--- src/rtl/list_pkg.sv ---
// Shared types and constants for the linked-list search controller.
package list_pkg;

    localparam int unsigned ADDR_W = 16;
    localparam int unsigned DATA_W = 16;

    // Word offsets within a node: value first, next pointer second.
    localparam logic [ADDR_W-1:0] NODE_VAL_OFS  = 16'd0;
    localparam logic [ADDR_W-1:0] NODE_NEXT_OFS = 16'd1;

    localparam logic [ADDR_W-1:0] NULL_ADDR_DEFAULT = 16'h0000;

    typedef enum logic [2:0] {
        S_IDLE,
        S_REQ_VAL,
        S_REQ_NEXT,
        S_EVAL,
        S_DONE
    } state_t;

endpackage

--- src/rtl/CheckValue.sv ---
// Per-node check stage: compares the node value against the key and forwards the next pointer.
module CheckValue
    import list_pkg::*;
(
    input  logic [DATA_W-1:0] CurrentNode,
    input  logic [DATA_W-1:0] ValuetoFind,
    input  logic [ADDR_W-1:0] NextAddressNode,
    output logic              Match,
    output logic [ADDR_W-1:0] NextAddress
);

    always_comb begin
        Match       = (CurrentNode == ValuetoFind);
        NextAddress = NextAddressNode;
    end

endmodule

--- src/rtl/list_search_fsm.sv ---
// Walks a singly linked list in 1-cycle-latency RAM until match, null pointer or step limit.
module list_search_fsm
    import list_pkg::*;
#(
    parameter int unsigned        MAX_STEPS = 1024,
    parameter logic [ADDR_W-1:0]  NULL_ADDR = NULL_ADDR_DEFAULT
)
(
    input  logic              clk,
    input  logic              rst,
    input  logic              start,
    input  logic [DATA_W-1:0] value_to_find,
    input  logic [ADDR_W-1:0] head_addr,
    output logic              mem_rd,
    output logic [ADDR_W-1:0] mem_addr,
    input  logic [DATA_W-1:0] mem_rdata,
    output logic              busy,
    output logic              done,
    output logic              found,
    output logic [ADDR_W-1:0] found_addr,
    output logic              timeout,
    output logic [15:0]       steps
);

    localparam logic [16:0] MAX_STEPS_W = 17'(MAX_STEPS);

    state_t            state_q, state_d;
    logic [DATA_W-1:0] key_q, key_d;
    logic [DATA_W-1:0] val_q, val_d;
    logic [ADDR_W-1:0] node_q, node_d;
    logic [ADDR_W-1:0] found_addr_q, found_addr_d;
    logic              found_q, found_d;
    logic              timeout_q, timeout_d;
    logic [15:0]       steps_q, steps_d;

    logic              match;
    logic [ADDR_W-1:0] next_addr;
    logic [16:0]       steps_inc;

    CheckValue u_check (
        .CurrentNode     (val_q),
        .ValuetoFind     (key_q),
        .NextAddressNode (mem_rdata),
        .Match           (match),
        .NextAddress     (next_addr)
    );

    // Widened so the limit compare cannot alias when MAX_STEPS is 65535.
    assign steps_inc = {1'b0, steps_q} + 17'd1;

    always_ff @(posedge clk) begin
        if (rst) begin
            state_q      <= S_IDLE;
            key_q        <= '0;
            val_q        <= '0;
            node_q       <= '0;
            found_addr_q <= '0;
            found_q      <= 1'b0;
            timeout_q    <= 1'b0;
            steps_q      <= '0;
        end else begin
            state_q      <= state_d;
            key_q        <= key_d;
            val_q        <= val_d;
            node_q       <= node_d;
            found_addr_q <= found_addr_d;
            found_q      <= found_d;
            timeout_q    <= timeout_d;
            steps_q      <= steps_d;
        end
    end

    always_comb begin
        state_d      = state_q;
        key_d        = key_q;
        val_d        = val_q;
        node_d       = node_q;
        found_addr_d = found_addr_q;
        found_d      = found_q;
        timeout_d    = timeout_q;
        steps_d      = steps_q;
        mem_rd       = 1'b0;
        mem_addr     = '0;
        done         = 1'b0;

        unique case (state_q)
            S_IDLE: begin
                if (start) begin
                    key_d        = value_to_find;
                    node_d       = head_addr;
                    found_d      = 1'b0;
                    found_addr_d = '0;
                    timeout_d    = 1'b0;
                    steps_d      = '0;
                    state_d      = (head_addr == NULL_ADDR) ? S_DONE : S_REQ_VAL;
                end
            end
            S_REQ_VAL: begin
                mem_rd   = 1'b1;
                mem_addr = node_q + NODE_VAL_OFS;
                state_d  = S_REQ_NEXT;
            end
            S_REQ_NEXT: begin
                mem_rd   = 1'b1;
                mem_addr = node_q + NODE_NEXT_OFS;
                val_d    = mem_rdata;
                state_d  = S_EVAL;
            end
            S_EVAL: begin
                // Priority: match, then null pointer, then step limit.
                steps_d = steps_inc[15:0];
                if (match) begin
                    found_d      = 1'b1;
                    found_addr_d = node_q;
                    state_d      = S_DONE;
                end else if (next_addr == NULL_ADDR) begin
                    state_d = S_DONE;
                end else if (steps_inc == MAX_STEPS_W) begin
                    timeout_d = 1'b1;
                    state_d   = S_DONE;
                end else begin
                    node_d  = next_addr;
                    state_d = S_REQ_VAL;
                end
            end
            S_DONE: begin
                done    = 1'b1;
                state_d = S_IDLE;
            end
            default: state_d = S_IDLE;
        endcase
    end

    assign busy       = (state_q != S_IDLE);
    assign found      = found_q;
    assign found_addr = found_addr_q;
    assign timeout    = timeout_q;
    assign steps      = steps_q;

endmodule

--- config.mk ---
export PLATFORM = sky130hd
export DESIGN_NAME = list_search_fsm
export DESIGN_NICKNAME = d
export VERILOG_FILES = /design/src/rtl/list_pkg.sv /design/src/rtl/CheckValue.sv /design/src/rtl/list_search_fsm.sv
export SDC_FILE = /design/constraint.sdc
export NUM_CORES = 1
export LEC_CHECK = 0
export ABC_AREA = 1
export CAP_MARGIN = 30
export CELL_PAD_IN_SITES_DETAIL_PLACEMENT = 1
export CELL_PAD_IN_SITES_GLOBAL_PLACEMENT = 2
export CORE_ASPECT_RATIO = 2
export CORE_UTILIZATION = 24
export DETAILED_ROUTE_END_ITERATION = 16
export PLACE_DENSITY = 0.8
export SYNTH_ARGS = -nofsm -noshare
export SYNTH_HDL_FRONTEND = slang
export SYNTH_SLANG_ARGS = --single-unit
--- constraint.sdc ---
create_clock -name clk -period 1.9 [get_ports clk]
set_input_delay 0.38 -clock clk [delete_from_list [all_inputs] [get_ports clk]]
set_output_delay 0.38 -clock clk [all_outputs]
set_load 0.02 [all_outputs]
==> metrics.md, run 1 <==
| Metric | Value |
|---|---|
| Status | complete, but fails checks |
| Failing checks | negative setup slack |
| Max Cap Viol | 0 |
| Die Span Y | 199 um |
| Syn nets | 790 |
| Worst slew pin tran | 0.399 ns |
| First-pass GRT wire length | 32,500 um |
| Core Util, Final | 47.2% |
| Combinational share of power | 42.6% |
| Synth Register Bits | 85 |
| Core box area | 0.0188 mm^2 |
| Critical path fanouts, max | 3 |
| Syn Area/Cell | 6.29 um^2 |
| CTS tree | built |
| Compound-cell area share of the yosys netlist | 15.4% |
| Post-route ant nets | 0 |
| Synth Flop Type | dfxtp_1 |
| Worst Slack Setup Final | -0.647 ns |
| Hold EP | found_addr[2] |
| Die X | 100 um |
| Pin count of the biggest net entering global routing | 38 |
| Post-Place Setup Slack | -0.763 ns |
| Dpl hpwl | 15,000 um |
| Filler instances | 2,317 |
| Unrepaired setup endpoints after global routing | yes |
| GPL Wtd Cong | 0.873 |
| Ys Warns | 0 |
| Setup TNS | -9.68 ns |
| GR Util All Layers | 21.5% |
| Port bufs | 103 |
| Drt total wl | 21,800 um |
| Area leader, netlist | dfxtp_1 |
| DR WL/cell | 17.0 um |
| Switching Power | 2.56 mW |
| Clock share of power | 27.1% |
| Post-synth top area share | 36.7% |
| Crit Path Category | register to output pin |
| Row Count | 71 |
| Flop-to-flop setup slack | -0.27 ns |
| Slew margin rel. | 73.2% |
| Seq pwr share | 30.3% |
| Global route overflow | 0 |
| Total Power | 7.17 mW |
| Post-route clock period utilization | 134% |
| GR Util met1 | 20.3% |
| RR Endpoint | node_q[7] |
| Final Hold Viols | 0 |
| Internal power | 4.61 mW |
| Peak supply drop | 0.000484 V |
| Io pins | 104 |
| H-tree levels | 3 |
| Distinct cells, synth | 34 |
| Sw Share | 35.7% |
| Clock latency on the worst-skew pair | 0.35 ns |
| Vias in the first global route | 6,553 |
| Register area | 0.00176 mm^2 |
| CTS buffer count | 9 |
| Initial DRT Pass Iterations | 4 |
| Min Clock Period, post-route | 2.55 ns |
| Critical path capture point type | output pin |
| Crit path launch type | register |
| Via count | 6,092 |
| Post-synth ARST share | 0% |
| Synth Area in Adders | 0.540% |
| EDFF count, synth | 0 |
| Skew final | 0.00985 ns |
| Vias/cell | 4.76 |
| Seq/Total Area, Yosys | 36.7% |
| Ranking of synthesized cells by area | dfxtp_1 37%, nand2_1 19%, a21oi_1 7.6% |
| GR Layer Usage met2 | 42.6% |
| Largest family of logic cells by synthesized area | simple AND/OR/NAND/NOR gates |
| Clock tree buffer depth | 2 |
| Post-synthesis mux area share | 0% |
| Nets | 1,075 |
| Gr busiest metal | met2 |
| Reg2reg start | steps[0] |
| Final Cell Area | 0.00889 mm^2 |
| Leak Pwr | 3.80 nW |
| Hold Path Class | register to register |
| Area grow syn2layout | 91.8% |
| Root Buffer | clkbuf_16 |
| Initial Util | 24.6% |
| Die area | 0.0199 mm^2 |
| P per Cell Area | 806 mW/mm^2 |
| Worst hold start | found_addr[2] |
| Multi-input logic area | 0.00333 mm^2 |
| Final setup violating endpoints | 32 |
| Initial antenna violation count | 0 |
| Clk pin slew, worst setup/hold paths | 0.07 ns |
| Layout cells sized above 1 | 42.0% |
| Post-synthesis simple-gate area fraction | 36.7% |
| Met3 Track Usage GR | 2.46% |
| Hold depth | 2 |
| Max-slew violation count | 0 |
| Post-Syn Area | 0.00464 mm^2 |
| Clock sinks | 85 |
| Post-synthesis xor/xnor area fraction | 1.13% |
| Antenna cells | 0 |
| DRC Markers | 0 |
| Max Fclk | 0.393 GHz |
| Worst path required time | 1.52 ns |
| Post-Synthesis Cells | 737 |
| Post-DP Area | 0.00720 mm^2 |
| Hold Buf Count CTS | 0 |
| CP arrival | 2.17 ns |
| R2R cell count | 15 |
| Initial DRC count | 124 |
what timing repair did:
action                                 4_1_cts  5_1_grt
pin swaps                                   57       80
cloned                                       3        0
setup endpoints to repair                   54       73
endpoints found under the hold margin        0        0
gates resized for setup                    237      163
buffers inserted                            38       18
critical path: stages (launching register included):
cell and delay [ns]:
dfxtp_4 0.37, buf_6 0.10, nand3_4 0.07, nor2_4 0.13, nand2_2 0.07, nor2_4 0.10, nand2_2 0.08, nor2_4 0.09
nand4_1 0.17, nor2_2 0.18, buf_4 0.13, nand3_2 0.06, nand3_2 0.07, nand2_2 0.06, buf_6 0.13
kinds of logic (layout without fill, tap and decap cells):
family                   Yosys count  after routing
flip-flops                        85             85
AND/OR/NAND/NOR                  398            398
XOR/XNOR                           6              6
AO/OA/AOI/OAI                    135            135
adder cells (fa/ha/maj)            2              2
buffers and inverters            111            400
Yosys cell counts (4+ instances only):
cell	instances
dfxtp_1	85
nor2_2	7
nor2_1	76
xor2_1	6
nand3_2	4
o32ai_1	5
o22ai_1	4
nand2_1	231
nand4_1	11
inv_2	5
nor4_1	7
clkbuf_1	22
inv_1	77
nor3_1	5
o21ai_0	48
a21oi_1	70
nand3_1	47
power by group through the flow:
stage | clock network [mW] | registers (mW) | logic [mW]
3_3_place_gp | 0 | 2.15 | 2.11
5_1_grt | 2.03 | 2.19 | 3.24
2_1_floorplan | 0 | 2.16 | 1.02
3_5_place_dp | 0 | 2.16 | 2.14
6_report | 1.94 | 2.17 | 3.05
4_1_cts | 1.97 | 2.14 | 2.70
sequential cells by signal, summed over array words and instances, names as in the netlist:
| register | count |
|---|---|
| node_q | 16 |
| key_q | 16 |
| steps | 16 |
| state_q | 3 |
| found_addr | 16 |
| found | 1 |
| val_q | 16 |
| timeout | 1 |
how the worst max path moves through the flow:
stage	from	endpoint	slack [ns]	depth (start not counted)
after floorplan	node_q[0]	mem_addr[14]	-0.13	8
after global routing	node_q[0]	mem_addr[15]	-0.78	14
after detailed placement	node_q[1]	mem_addr[14]	-0.76	10
after global placement	node_q[1]	mem_addr[14]	-0.71	10
after CTS	node_q[1]	mem_addr[12]	-0.64	10
final	node_q[0]	mem_addr[15]	-0.65	14
cell type report:
class / instances / share of cell area (%)
clock buffer: 11 / 2.73
clock inverter: 4 / 0.816
inverter: 82 / 3.55
multi-input combinational: 541 / 37.5
sequential: 85 / 19.7
tap: 255 / 3.59
timing repair buffer: 303 / 32.1
placed cells by master (no fill, tap or decap), types with 3 or more instances in the layout:
cell type / instances
buf_12: 11
nand3_1: 30
clkdlybuf4s50_1: 81
clkbuf_16: 9
nand2_1: 173
nor2_2: 14
o32ai_4: 4
inv_1: 71
a21oi_2: 11
nand3_4: 5
o21ai_2: 6
nor3_4: 4
buf_4: 157
a21oi_1: 59
buf_8: 3
dfxtp_2: 16
o21ai_0: 31
nor2_1: 45
o21ai_4: 5
nand3_2: 16
nor4_1: 6
buf_6: 45
xor2_1: 6
nor2_4: 26
inv_4: 3
inv_2: 8
nand4_1: 11
nand2_4: 14
dfxtp_1: 60
dfxtp_4: 9
nand2_2: 47
o21ai_1: 10
metrics by stage:
step	std cells	hold WS, ns
final	1281	0.470
after global routing	1281	0.489
after CTS	1277	0.473
after detailed placement	1226	0.464
after global placement	1226	0.452
after floorplan	737	0.444
routing by layer:
metal  up-vias  wire (um)
met5         -          0
met4         0       1360
met1      2942       7610
met2       140      12400
li1       2935          -
met3        75        422
Note: power is estimated with default switching activity, not from simulation.
==> run 2, diff against run 1 <==
--- a/config.mk
+++ b/config.mk
@@ -10,6 +10,7 @@
 export CELL_PAD_IN_SITES_DETAIL_PLACEMENT = 1
 export CELL_PAD_IN_SITES_GLOBAL_PLACEMENT = 2
 export CORE_ASPECT_RATIO = 2
+export CORE_MARGIN = 1.5
 export CORE_UTILIZATION = 24
 export DETAILED_ROUTE_END_ITERATION = 16
 export PLACE_DENSITY = 0.8
==> metrics.md, run 2 (synthesis results as in run 1) <==
| Metric | Value |
|---|---|
| Worst slew pin tran | 0.492 ns |
| Die area | 0.0202 mm^2 |
| GPL Wtd Cong | 0.838 |
| Max Fclk | 0.390 GHz |
| Drt total wl | 21,700 um |
| Initial DRC count | 135 |
| Vias/cell | 4.71 |
| Hold Path Class | register to register |
| Crit path from | node_q[0] |
| Global route overflow | 0 |
| Initial DRT Pass Iterations | 4 |
| Post-route ant nets | 0 |
| First-pass GRT wire length | 32,300 um |
| Clock sinks | 85 |
| Crit path launch type | register |
| Root Buffer | clkbuf_16 |
| Leak Pwr | 3.65 nW |
| Crit Path Category | register to output pin |
| Status | complete, but fails checks |
| Max Cap Viol | 0 |
| CP arrival | 2.18 ns |
| Core box area | 0.0188 mm^2 |
| Initial Util | 24.6% |
| Post-Place Setup Slack | -0.849 ns |
| Port bufs | 103 |
| Clock tree buffer depth | 2 |
| Worst hold start | found_addr[1] |
| Critical path capture point type | output pin |
| Layout cells sized above 1 | 37.0% |
| CTS tree | built |
| GR Util All Layers | 21.1% |
| Clock latency on the worst-skew pair | 0.36 ns |
| Vias in the first global route | 6,353 |
| Worst path required time | 1.52 ns |
| Unrepaired setup endpoints after global routing | yes |
| Core Util, Final | 45.4% |
| P per Cell Area | 814 mW/mm^2 |
| Io pins | 104 |
| Area grow syn2layout | 84.6% |
| Die X | 101 um |
| CTS buffer count | 9 |
| H-tree levels | 3 |
| Pin count of the biggest net entering global routing | 35 |
| Register area | 0.00175 mm^2 |
| Critical path fanouts, max | 5 |
| Worst Slack Setup Final | -0.665 ns |
| Dpl hpwl | 14,900 um |
| Filler instances | 2,374 |
| Commonest non-fill, non-tap cells in the layout | 185 x nand2_1, 165 x buf_4, 82 x clkdlybuf4s50_1, 73 x inv_1, 67 x dfxtp_1 |
| DRC Markers | 0 |
| Hold Buf Count CTS | 0 |
| Slew margin rel. | 66.9% |
| Multi-input logic area | 0.00318 mm^2 |
| Skew final | 0.0116 ns |
| Final setup violating endpoints | 32 |
| Commonest non-fill, non-tap cell in the layout | nand2_1 |
| Antenna cells | 0 |
| Max-slew violation count | 0 |
| Peak supply drop | 0.000471 V |
| Failing checks | negative setup slack |
| Clk pin slew, worst setup/hold paths | 0.07 ns |
| Post-route clock period utilization | 135% |
| Reg2reg start | steps[3] |
| Flop-to-flop setup slack | -0.23 ns |
| Nets | 1,068 |
| Row Count | 71 |
| Min Clock Period, post-route | 2.56 ns |
| Total Power | 6.96 mW |
| Initial antenna violation count | 0 |
| Final Hold Viols | 0 |
| Via count | 6,004 |
| DR WL/cell | 17.0 um |
| Die Span Y | 200 um |
run 2: cell count changes in the layout (fill, tap and decap cells not counted), moves of 6 or more:
cell | previous run | this run
buf_4 | 157 | 165
nor2_1 | 45 | 58
dfxtp_2 | 16 | 9
buf_6 | 45 | 34
nand2_2 | 47 | 40
nand3_1 | 30 | 37
dfxtp_1 | 60 | 67
o21ai_0 | 31 | 37
nand2_1 | 173 | 185
nand3_2 | 16 | 9
nor2_4 | 26 | 18
run 2: what timing repair did:
item,4_1_cts,5_1_grt
gates resized for setup,218,95
setup endpoints to repair,55,61
cloned,4,0
setup buffers,33,25
pin swaps,40,60
run 2: final cells by class:
type | count | share of cell area (%)
Clock inverter | 3 | 0.775
Inverter | 82 | 3.77
Multi-Input combinational cell | 544 | 37.2
Tap cell | 255 | 3.73
Clock buffer | 12 | 3.11
Timing Repair Buffer | 293 | 31.0
Sequential cell | 85 | 20.4
run 2: final timing paths:
kind              cells after the start       endpoint
hold / removal                        2  found_addr[1]
hold reg to reg                       2  found_addr[1]
setup reg to reg                     14      node_q[3]
setup / recovery                     11   mem_addr[14]
run 2: worst max-delay path, stage by stage (launching register included):
cell and delay (ns):
dfxtp_4 0.39, ha_4 0.17, nand3_4 0.09, nor2_4 0.11
nand2_2 0.08, buf_6 0.12, nor4_4 0.16, nand3_2 0.16
o21ai_1 0.16, nand2_1 0.11, o22ai_4 0.13, buf_6 0.14
run 2: per-stage QoR:
stage / cell area (um^2) / instances / hold WS, ns / TNS (ns)
global placement: 7120 / 1216 / 0.451 / -14.79
CTS: 8160 / 1259 / 0.470 / -9.58
finish: 8560 / 1274 / 0.468 / -9.68
global route: 8560 / 1274 / 0.492 / -13.69
detailed placement: 7120 / 1216 / 0.460 / -16.44
floorplan: 4730 / 737 / 0.444 / -0.443
run 2: report_power, final:
| group | total [mW] | leakage (nW) | internal (mW) | switching, mW |
|---|---|---|---|---|
| combinational | 2.77 | 2.78 | 1.22 | 1.56 |
| clock | 2.01 | 0.165 | 1.25 | 0.761 |
| sequential | 2.18 | 0.705 | 1.99 | 0.183 |
run 2: metal layers:
metal	global-route usage, %	up-vias	wire length [um]
li1	-	2934	-
met1	19.8	2877	7680
met2	41.7	132	12200
met3	2.41	61	503
met4	13.2	0	1260
met5	0	-	0
==> run 3, diff against run 2 <==
==> constraint.sdc (replaced) <==
create_clock -name clk -period 1.9 [get_ports clk]
set_input_delay 0.19 -clock clk [delete_from_list [all_inputs] [get_ports clk]]
set_output_delay 0.19 -clock clk [all_outputs]
set_load 0.02 [all_outputs]
==> metrics.md, run 3 (synthesis results as in run 1) <==
| Metric | Value |
|---|---|
| Io pins | 104 |
| Final setup violating endpoints | 30 |
| Root Buffer | clkbuf_16 |
| Core box area | 0.0188 mm^2 |
| Min Clock Period, post-route | 2.31 ns |
| Hold Buf Count CTS | 0 |
| GR Layer Usage met2 | 41.8% |
| Pin count of the biggest net entering global routing | 47 |
| Antenna cells | 0 |
| Max Cap Viol | 0 |
| Failing checks | negative setup slack |
| Max Fclk | 0.432 GHz |
| Post-route ant nets | 0 |
| Max-slew violation count | 0 |
| Area grow syn2layout | 82.2% |
| Clock sinks | 85 |
| Slew margin rel. | 68.8% |
| Gr busiest metal | met2 |
| Initial DRT Pass Iterations | 4 |
| Worst Slack Setup Final | -0.414 ns |
| Clock latency on the worst-skew pair | 0.36 ns |
| Status | complete, but fails checks |
| Critical Path, Cell by Cell | nand3_4 -> nor2_4 -> nand2_2 -> nor2_4 -> nand2_2 -> nor2_4 -> nand4_1 -> nor2_2 -> buf_4 -> nand3_2 -> nand3_2 -> nand2_2 -> buf_6 |
| Clk pin slew, worst setup/hold paths | 0.07 ns |
| CTS tree | built |
| Crit path launch type | register |
| Commonest non-fill, non-tap cell in the layout | nand2_1 |
| Via count | 5,931 |
| H-tree levels | 3 |
| Slowest cell delay on critical path | 0.39 ns |
| Final Cell Area | 0.00844 mm^2 |
| Post-DP Area | 0.00705 mm^2 |
| Filler instances | 2,399 |
| DRC Markers | 0 |
| Row Count | 71 |
| GR Util met1 | 19.8% |
| Total Power | 6.81 mW |
| Drt total wl | 21,100 um |
| Unrepaired setup endpoints after global routing | yes |
| Die area | 0.0202 mm^2 |
| Crit Path Category | register to output pin |
| Worst path required time | 1.71 ns |
| Die Span Y | 200 um |
| GR Util All Layers | 20.9% |
| Final Hold Viols | 0 |
| Dpl hpwl | 15,100 um |
| Initial antenna violation count | 0 |
| Flop-to-flop setup slack | -0.26 ns |
| Peak supply drop | 0.000464 V |
| DR WL/cell | 16.7 um |
| Nets | 1,056 |
| Clock tree buffer depth | 2 |
| Port bufs | 103 |
| Hold Path Class | register to register |
| Post-route clock period utilization | 122% |
| Worst slew pin tran | 0.468 ns |
| Setup TNS | -7.17 ns |
| Critical path capture point type | output pin |
| P per Cell Area | 806 mW/mm^2 |
| GPL Wtd Cong | 0.892 |
| Initial DRC count | 167 |
| Leak Pwr | 3.55 nW |
| Post-Place Setup Slack | -0.701 ns |
| Vias/cell | 4.70 |
| Commonest non-fill, non-tap cells in the layout | 175 x nand2_1, 160 x buf_4, 84 x clkdlybuf4s50_1, 70 x inv_1, 61 x a21oi_1 |
| CP arrival | 2.12 ns |
| Critical path fanouts, max | 4 |
| CTS buffer count | 9 |
| Met3 Track Usage GR | 2.38% |
| Global route overflow | 0 |
| Layout cells sized above 1 | 39.9% |
| Post-route insts no fill | 1,262 |
| Initial Util | 24.6% |
| First-pass GRT wire length | 32,000 um |
| CP max-delay cell | dfxtp_4 |
| Skew final | 0.0119 ns |
| Placed instance count | 1,211 |
| Vias in the first global route | 6,345 |
| Die X | 101 um |
[run 3: changes by cell type in the layout (fill, tap and decap cells not counted), sizes merged]
| cell | previous run | this run |
|---|---|---|
| clkdlybuf4s50 | 82 | 84 |
| buf | 208 | 197 |
| inv | 83 | 81 |
| clkinvlp | 0 | 1 |
| nand2 | 237 | 234 |
| dlymetal6s2s | 1 | 0 |
| bufbuf | 1 | 0 |
| bufinv | 2 | 1 |
| clkbuf | 12 | 16 |
[run 3: final timing paths]
kind                        from             end  cells past startpoint
setup / recovery       node_q[0]    mem_addr[15]                     13
hold / removal    found_addr[11]  found_addr[11]                      2
setup reg to reg        steps[1]       node_q[4]                     15
hold reg to reg   found_addr[11]  found_addr[11]                      2
[run 3: through the flow]
step | hold slack (ns) | util [%]
2_1_floorplan | 0.325 | -
3_3_place_gp | 0.453 | 37.4
3_5_place_dp | 0.459 | 37.4
4_1_cts | 0.466 | 42.3
5_1_grt | 0.489 | 44.8
6_report | 0.464 | 44.8
[run 3: report_power, final]
part / switching, mW / internal (mW) / total [mW]
logic: 1.52 / 1.26 / 2.78
registers: 0.186 / 2.00 / 2.19
clock network: 0.757 / 1.09 / 1.84
total: 2.46 / 4.35 / 6.81
[run 3: critical path: cells and delay by family, from the launching register on]
family	cells	cell delay [ns]
buffers and inverters	2	0.27
DFF	1	0.39
and+or+nand+nor	11	1.11
[run 3: repair_timing]
| item | in CTS | in global routing |
|---|---|---|
| buffers inserted | 33 | 20 |
| hold endpoints to repair | 0 | 0 |
| gates cloned | 3 | 1 |
| pin swaps | 50 | 69 |
| gates resized for setup | 198 | 149 |
| setup endpoints to repair | 38 | 68 |
[run 3: area by class of cell]
class / instances / area [um^2] / area share [%]
Clock buffer: 14 / 264 / 3.13
Clock inverter: 1 / 30.0 / 0.356
Inverter: 82 / 317 / 3.75
Multi-Input combinational cell: 541 / 3190 / 37.8
Sequential cell: 85 / 1760 / 20.8
Tap cell: 255 / 319 / 3.78
Timing Repair Buffer: 284 / 2570 / 30.4
[run 3: layer usage]
layer / vias to the layer above / routed length (um)
li1: 2902 / -
met1: 2855 / 7260
met2: 125 / 12400
met3: 49 / 415
met4: 0 / 1010
met5: - / 0
==> patch 1 (config.mk and constraints of run 2) <==
Encoding of `state_t`: now one-hot (5 bits for 5 states).
--- a/src/rtl/list_pkg.sv
+++ b/src/rtl/list_pkg.sv
@@ -12,8 +12,8 @@
 
-    typedef enum logic [2:0] {
-        S_IDLE,
-        S_REQ_VAL,
-        S_REQ_NEXT,
-        S_EVAL,
-        S_DONE
+    typedef enum logic [4:0] {
+        S_IDLE     = 5'b00001,
+        S_REQ_VAL  = 5'b00010,
+        S_REQ_NEXT = 5'b00100,
+        S_EVAL     = 5'b01000,
+        S_DONE     = 5'b10000
     } state_t;
Formal check against the unedited RTL: no difference found for any inputs over 10 cycles, from zero or initial values and one cycle with rst high; not proved beyond that.
==> patch 1 against run 2 <==
- the flow still finishes with violations (setup timing)
- sequential share of layout area rose by 1.6 points
- sequential cell count is 2 higher
- routed wire length decreased by 4.3%
- setup slack better by 0.14 ns
- area after synthesis is 2.9% lower
- synthesized cell count fell by 6.2%
- non-clock buffer count is 22 lower
- final area decreased by 5.2%
- final cell count shrank 8.6%
- maximum frequency grew 5.9%
- critical endpoint unchanged
- first-iteration DRC count decreased by 5.9%
Power is not compared: it rests on default switching activity, and its combinational part moved more than twofold at a synthesized area within 25%.
==> patch 1: results (changes against run 2) <==
| Metric | Value |
|---|---|
| Pin slew with the least headroom to its limit | `0.618 ns (+0.126 ns)` |
| Critical Path Fanout Max | `3 (-2)` |
| Skew-Pair Late Insertion Delay | `0.36 ns (about the same)` |
| Placed Cells incl. Taps | `1,112 (-8.6%)` |
| GRT Total Usage | `19.8% (-1.2 points)` |
| Failing checks | `setup timing` |
| Routed vias/inst | `4.78 (+1.3%)` |
| Hpwl dp | `14.2 mm (-4.6%)` |
| Storage cell area | `1790 µm² (+2.2%)` |
| Sequential-to-total area share from yosys stat | `38.7% (+2.0 points)` |
| Root buffer cell | `clkbuf_16` |
| Post-Place Setup Slack | `-0.732 ns (+0.116 ns)` |
| Pin count of the biggest net entering global routing | `49 (+40%)` |
| Status | `finished with violations` |
| Number of DRC markers in iteration 0 | `127 (-5.9%)` |
| Top cells by area, synth | `dfxtp_1 (39%), nand2_1 (17%), a21oi_1 (7.8%)` |
| Max Used Layer | `met4` |
| Synth cell count leaders | `nand2_1 (207), dfxtp_1 (87), nor2_1 (82)` |
| CP arrival | `2.04 ns (-0.14 ns)` |
| GPL Wtd Cong | `0.866 (+3.3%)` |
| Setup TNS | `-7.59 ns (+2.09 ns)` |
| Post-Route M1 WL | `7.58 mm (-1.3%)` |
| Synth cell types | `34 (unchanged)` |
| First-pass GRT wire length | `30.0 mm (-7.1%)` |
| Total CTS buffers | `9 (unchanged)` |
| Fraction of registers with async set/reset | `0% (unchanged)` |
| Met2 Use GR | `39.4% (-2.3 points)` |
| Routed wire per std cell | `17.8 µm (+4.7%)` |
| Met3 wire len | `553 µm (+9.9%)` |
| Vias in the first global route | `5,768 (-9.2%)` |
| Share of post-route cells with drive strength above 1 | `36.2% (-0.75 points)` |
| Post-Route Skew | `0.0160 ns (+0.00439 ns)` |
| Top_reg_cell synth | `dfxtp_1` |
| Clk buf depth | `2 (unchanged)` |
| CP max stage cell | `dfxtp_4` |
| Finish-stage setup viols | `34 (+6.3%)` |
| Placed Area | `6750 µm² (-5.3%)` |
| Filler cell count | `2,243 (-5.5%)` |
| Fin nets | `998 (-6.6%)` |
| Met2 WL | `11.8 mm (-3.9%)` |
| Mapped Cells | `691 (-6.2%)` |
| Clk pin slew, worst setup/hold paths | `0.07 ns (about the same)` |
| I/O Buffers | `103 (unchanged)` |
| M1 GR Usage | `20.5% (+0.71 points)` |
| Post-route setup slack | `-0.523 ns (+0.142 ns)` |
| Syn nets | `745 (-5.7%)` |
| Total power | `4.72 mW` |
| Non-filler cells, final | `1,165 (-8.6%)` |
| M3 GR Usage | `2.13% (-0.29 points)` |
-- patch 1: changes by cell type after synthesis, sizes merged, moves of 3 or more --
cell	change
inv	-20
nand2	-25
nand3	-8
nor2	+6
nor3	-6
o21ai	-9
xnor2	+3
xor2	+9
-- patch 1: cells by family (layout without fill, tap and decap cells) --
kind of cell,after synthesis,after routing,synth area share [%]
AO/OA/AOI/OAI,125,125,14.6
XOR/XNOR,18,18,3.50
adder cells (fa/ha/maj),3,3,0.834
buffers and inverters,92,350,8.25
flip-flops,87,87,38.7
AND/OR/NAND/NOR,366,366,34.2
-- patch 1: what timing repair did --
item	4_1_cts	5_1_grt
gates cloned	1	6
setup endpoints to repair	39	73
pin swaps	26	43
buffers inserted	23	18
gates resized for setup	196	109
-- patch 1: path summary, 6_finish.rpt --
path	from	endpoint	slack, ns	cells after the start
max	node_q[1]$_SDFFE_PP0P_	mem_addr[14]	-0.52	10
min	timeout$_SDFFE_PP0P_	timeout$_SDFFE_PP0P_	0.46	2
max reg2reg	steps[0]$_SDFFE_PP0P_	node_q[4]$_SDFFE_PP0P_	-0.14	15
min reg2reg	timeout$_SDFFE_PP0P_	timeout$_SDFFE_PP0P_	0.46	2
-- patch 1: cell type report --
class | instances | share of cell area, %
inverters | 63 | 3.07
well taps | 216 | 3.33
clock inverters | 7 | 0.786
repair buffers | 271 | 31.2
multi-input cells | 512 | 36.9
clock buffers | 9 | 2.78
flip-flops and latches | 87 | 22.0
-- patch 1: worst max-delay path, delay by kind of cell (launching register included) --
family          cells  cell delay (ns)
simple gates        5             0.79
buf+inv             2             0.19
fa+ha+maj           1             0.15
compound gates      2             0.20
flops               1             0.38
==> patch 2 (settings of run 2) <==
Made on the original files. `MAX_STEPS`: 1024 -> 768.
--- a/src/rtl/list_search_fsm.sv
+++ b/src/rtl/list_search_fsm.sv
@@ -4,3 +4,3 @@
 #(
-    parameter int unsigned        MAX_STEPS = 1024,
+    parameter int unsigned        MAX_STEPS = 768,
     parameter logic [ADDR_W-1:0]  NULL_ADDR = NULL_ADDR_DEFAULT
Formal check against the unedited RTL: same outputs for any inputs over 10 cycles, from zero or initial values and one cycle with rst high; that may be too few to reach the edited logic, so the function may still have changed.
==> patch 2 against run 2 <==
- the run still ends with setup timing left
- sequential share of layout area grew 0.99 points
- power shrank 11%
- first-iteration DRC count shrank 10%
- maximum frequency shrank 1.5%
- final cell count shrank 8.2%
- area after synthesis shrank 3.1%
- non-clock buffer count shrank 21
- global-route usage shrank 0.58 points
- final area shrank 3.9%
- setup slack lost 0.040 ns
- sequential cell count is the same
- clock power shrank 5%
- routed wire length shrank 9.1%
- critical endpoint is now mem_addr[15]
- largest power group unchanged
- highest routed layer unchanged
==> patch 2: results (changes against run 2) <==
| Metric | Value |
|---|---|
| Setup TNS | `-8.68 ns (+0.995 ns)` |
| Initial antenna violation count | `0 (unchanged)` |
| Pin count of the biggest net entering global routing | `51 (+46%)` |
| GRT Total Usage | `20.5% (-0.58 points)` |
| Failing checks | `setup timing` |
| Clk buf depth | `2 (unchanged)` |
| I/O Buffers | `103 (unchanged)` |
| Vias in the first global route | `5,865 (-7.7%)` |
| Skew-Pair Late Insertion Delay | `0.35 ns` |
| Root buffer cell | `clkbuf_16` |
| Fraction of registers with async set/reset | `0% (unchanged)` |
| VDD IR max | `421 µV (-11%)` |
| Ys Warns | `0 (unchanged)` |
| Total CTS buffers | `9 (unchanged)` |
| Hpwl dp | `14.2 mm (-4.6%)` |
| Switching share of power | `32.8% (-3.1 points)` |
| Syn nets | `747 (-5.4%)` |
| Min-Delay Path Class | `in -> reg` |
| CP arrival | `2.23 ns (+0.05 ns)` |
| Antenna diodes | `0 (unchanged)` |
| Leakage | `3.49 nW (-4.4%)` |
| Clk pin slew, worst setup/hold paths | `0.06 ns` |
| Share of post-route cells with drive strength above 1 | `37.3% (+0.25 points)` |
| Synth cell count leaders | `nand2_1 (183), nor2_1 (95), dfxtp_1 (85)` |
| Filler cell count | `2,241 (-5.6%)` |
| Pin slew with the least headroom to its limit | `0.394 ns (-0.0979 ns)` |
| Number of DRC markers in iteration 0 | `121 (-10%)` |
| Routed wire per std cell | `16.9 µm (-0.92%)` |
| Slowest cell delay on critical path | `0.38 ns` |
| First-pass GRT wire length | `30.6 mm (-5.1%)` |
| Finish-stage setup viols | `32 (unchanged)` |
| Status | `finished with violations` |
| GPL Wtd Cong | `0.818 (-2.4%)` |
| Post-route setup slack | `-0.705 ns (-0.0402 ns)` |
| Top cells by area, synth | `dfxtp_1 (38%), nand2_1 (15%), nor2_1 (7.9%)` |
| H-tree depth | `3 (unchanged)` |
| CP delay by family, top | `simple AND/OR/NAND/NOR gates` |
| Sequential-to-total area share from yosys stat | `37.9% (+1.2 points)` |
| 1st-pass router iterations | `4 (unchanged)` |
| Routed vias/inst | `4.69 (-0.51%)` |
| CP max stage cell | `dfxtp_4` |
| Fin nets | `1,002 (-6.2%)` |
| Post-Route Skew | `0.00949 ns (-0.00207 ns)` |
| Critical Path Fanout Max | `4 (-1)` |
| Post-Place Setup Slack | `-0.847 ns (+0.00172 ns)` |
| Synth cell types | `35 (+2.9%)` |
==> patch 2: cells by family after synthesis <==
family                   synth area share [%]
flip-flops                               37.9
AO/OA/AOI/OAI                            16.0
XOR/XNOR                                 3.31
adder cells (fa/ha/maj)                 0.836
AND/OR/NAND/NOR                          33.0
buffers and inverters                    8.91
==> patch 2: area by class of cell <==
type,count,share of cell area [%]
clock inverters,2,0.457
well taps,216,3.29
clock buffers,14,3.47
flip-flops and latches,85,21.4
inverters,72,3.41
multi-input cells,508,37.2
repair buffers,272,30.7
==> patch 2: worst paths after layout <==
path / from / endpoint / slack, ns / depth (start not counted)
max reg2reg: steps[1]$_SDFFE_PP0P_ / node_q[2]$_SDFFE_PP0P_ / -0.21 / 16
max: node_q[1]$_SDFFE_PP0P_ / mem_addr[15] / -0.71 / 11
min: mem_rdata[4] / val_q[4]$_SDFFE_PP0P_ / 0.40 / 3
min reg2reg: found_addr[1]$_SDFFE_PP0P_ / found_addr[1]$_SDFFE_PP0P_ / 0.46 / 2
==> patch 2: through the flow <==
stage                     hold slack, ns  util [%]  cells  instance area [µm²]
final                              0.402      44.9   1169                 8220
after global routing               0.438      44.9   1169                 8220
after CTS                          0.465      43.5   1167                 7960
after detailed placement           0.456      38.0   1129                 6950
after global placement             0.450      37.9   1128                 6950
after floorplan                    0.444         -    693                 4650
==> patch 2: power by group through the flow <==
stage / combinational (mW) / clock, mW / sequential [mW]
after global placement: 1.64 / 0 / 2.13
after CTS: 2.06 / 1.95 / 2.10
after floorplan: 0.845 / 0 / 2.12
after detailed placement: 1.68 / 0 / 2.14
after global routing: 2.34 / 2.02 / 2.13
final: 2.16 / 1.91 / 2.11
==> patch 2: per-layer routing <==
metal	wire [µm]	track usage (%)	part of all wire [%]
met2	12000	42.3	61
met1	6700	19.4	34
met4	630	9.08	3.2
met5	0	0	0
met3	396	2.20	2.0
==> patch 2: worst reg2reg max path, delay by kind of cell (launching register included) <==
family / cells / cell delay, ns
AND/OR/NAND/NOR: 13 / 1.27
flip-flops: 1 / 0.36
buffers and inverters: 3 / 0.37
==> patch 2: repair_timing <==
item,in CTS,in global routing
pin swaps,47,48
cloned,4,0
resized for setup,226,79
setup endpoints to repair,41,44
setup buffers,25,8
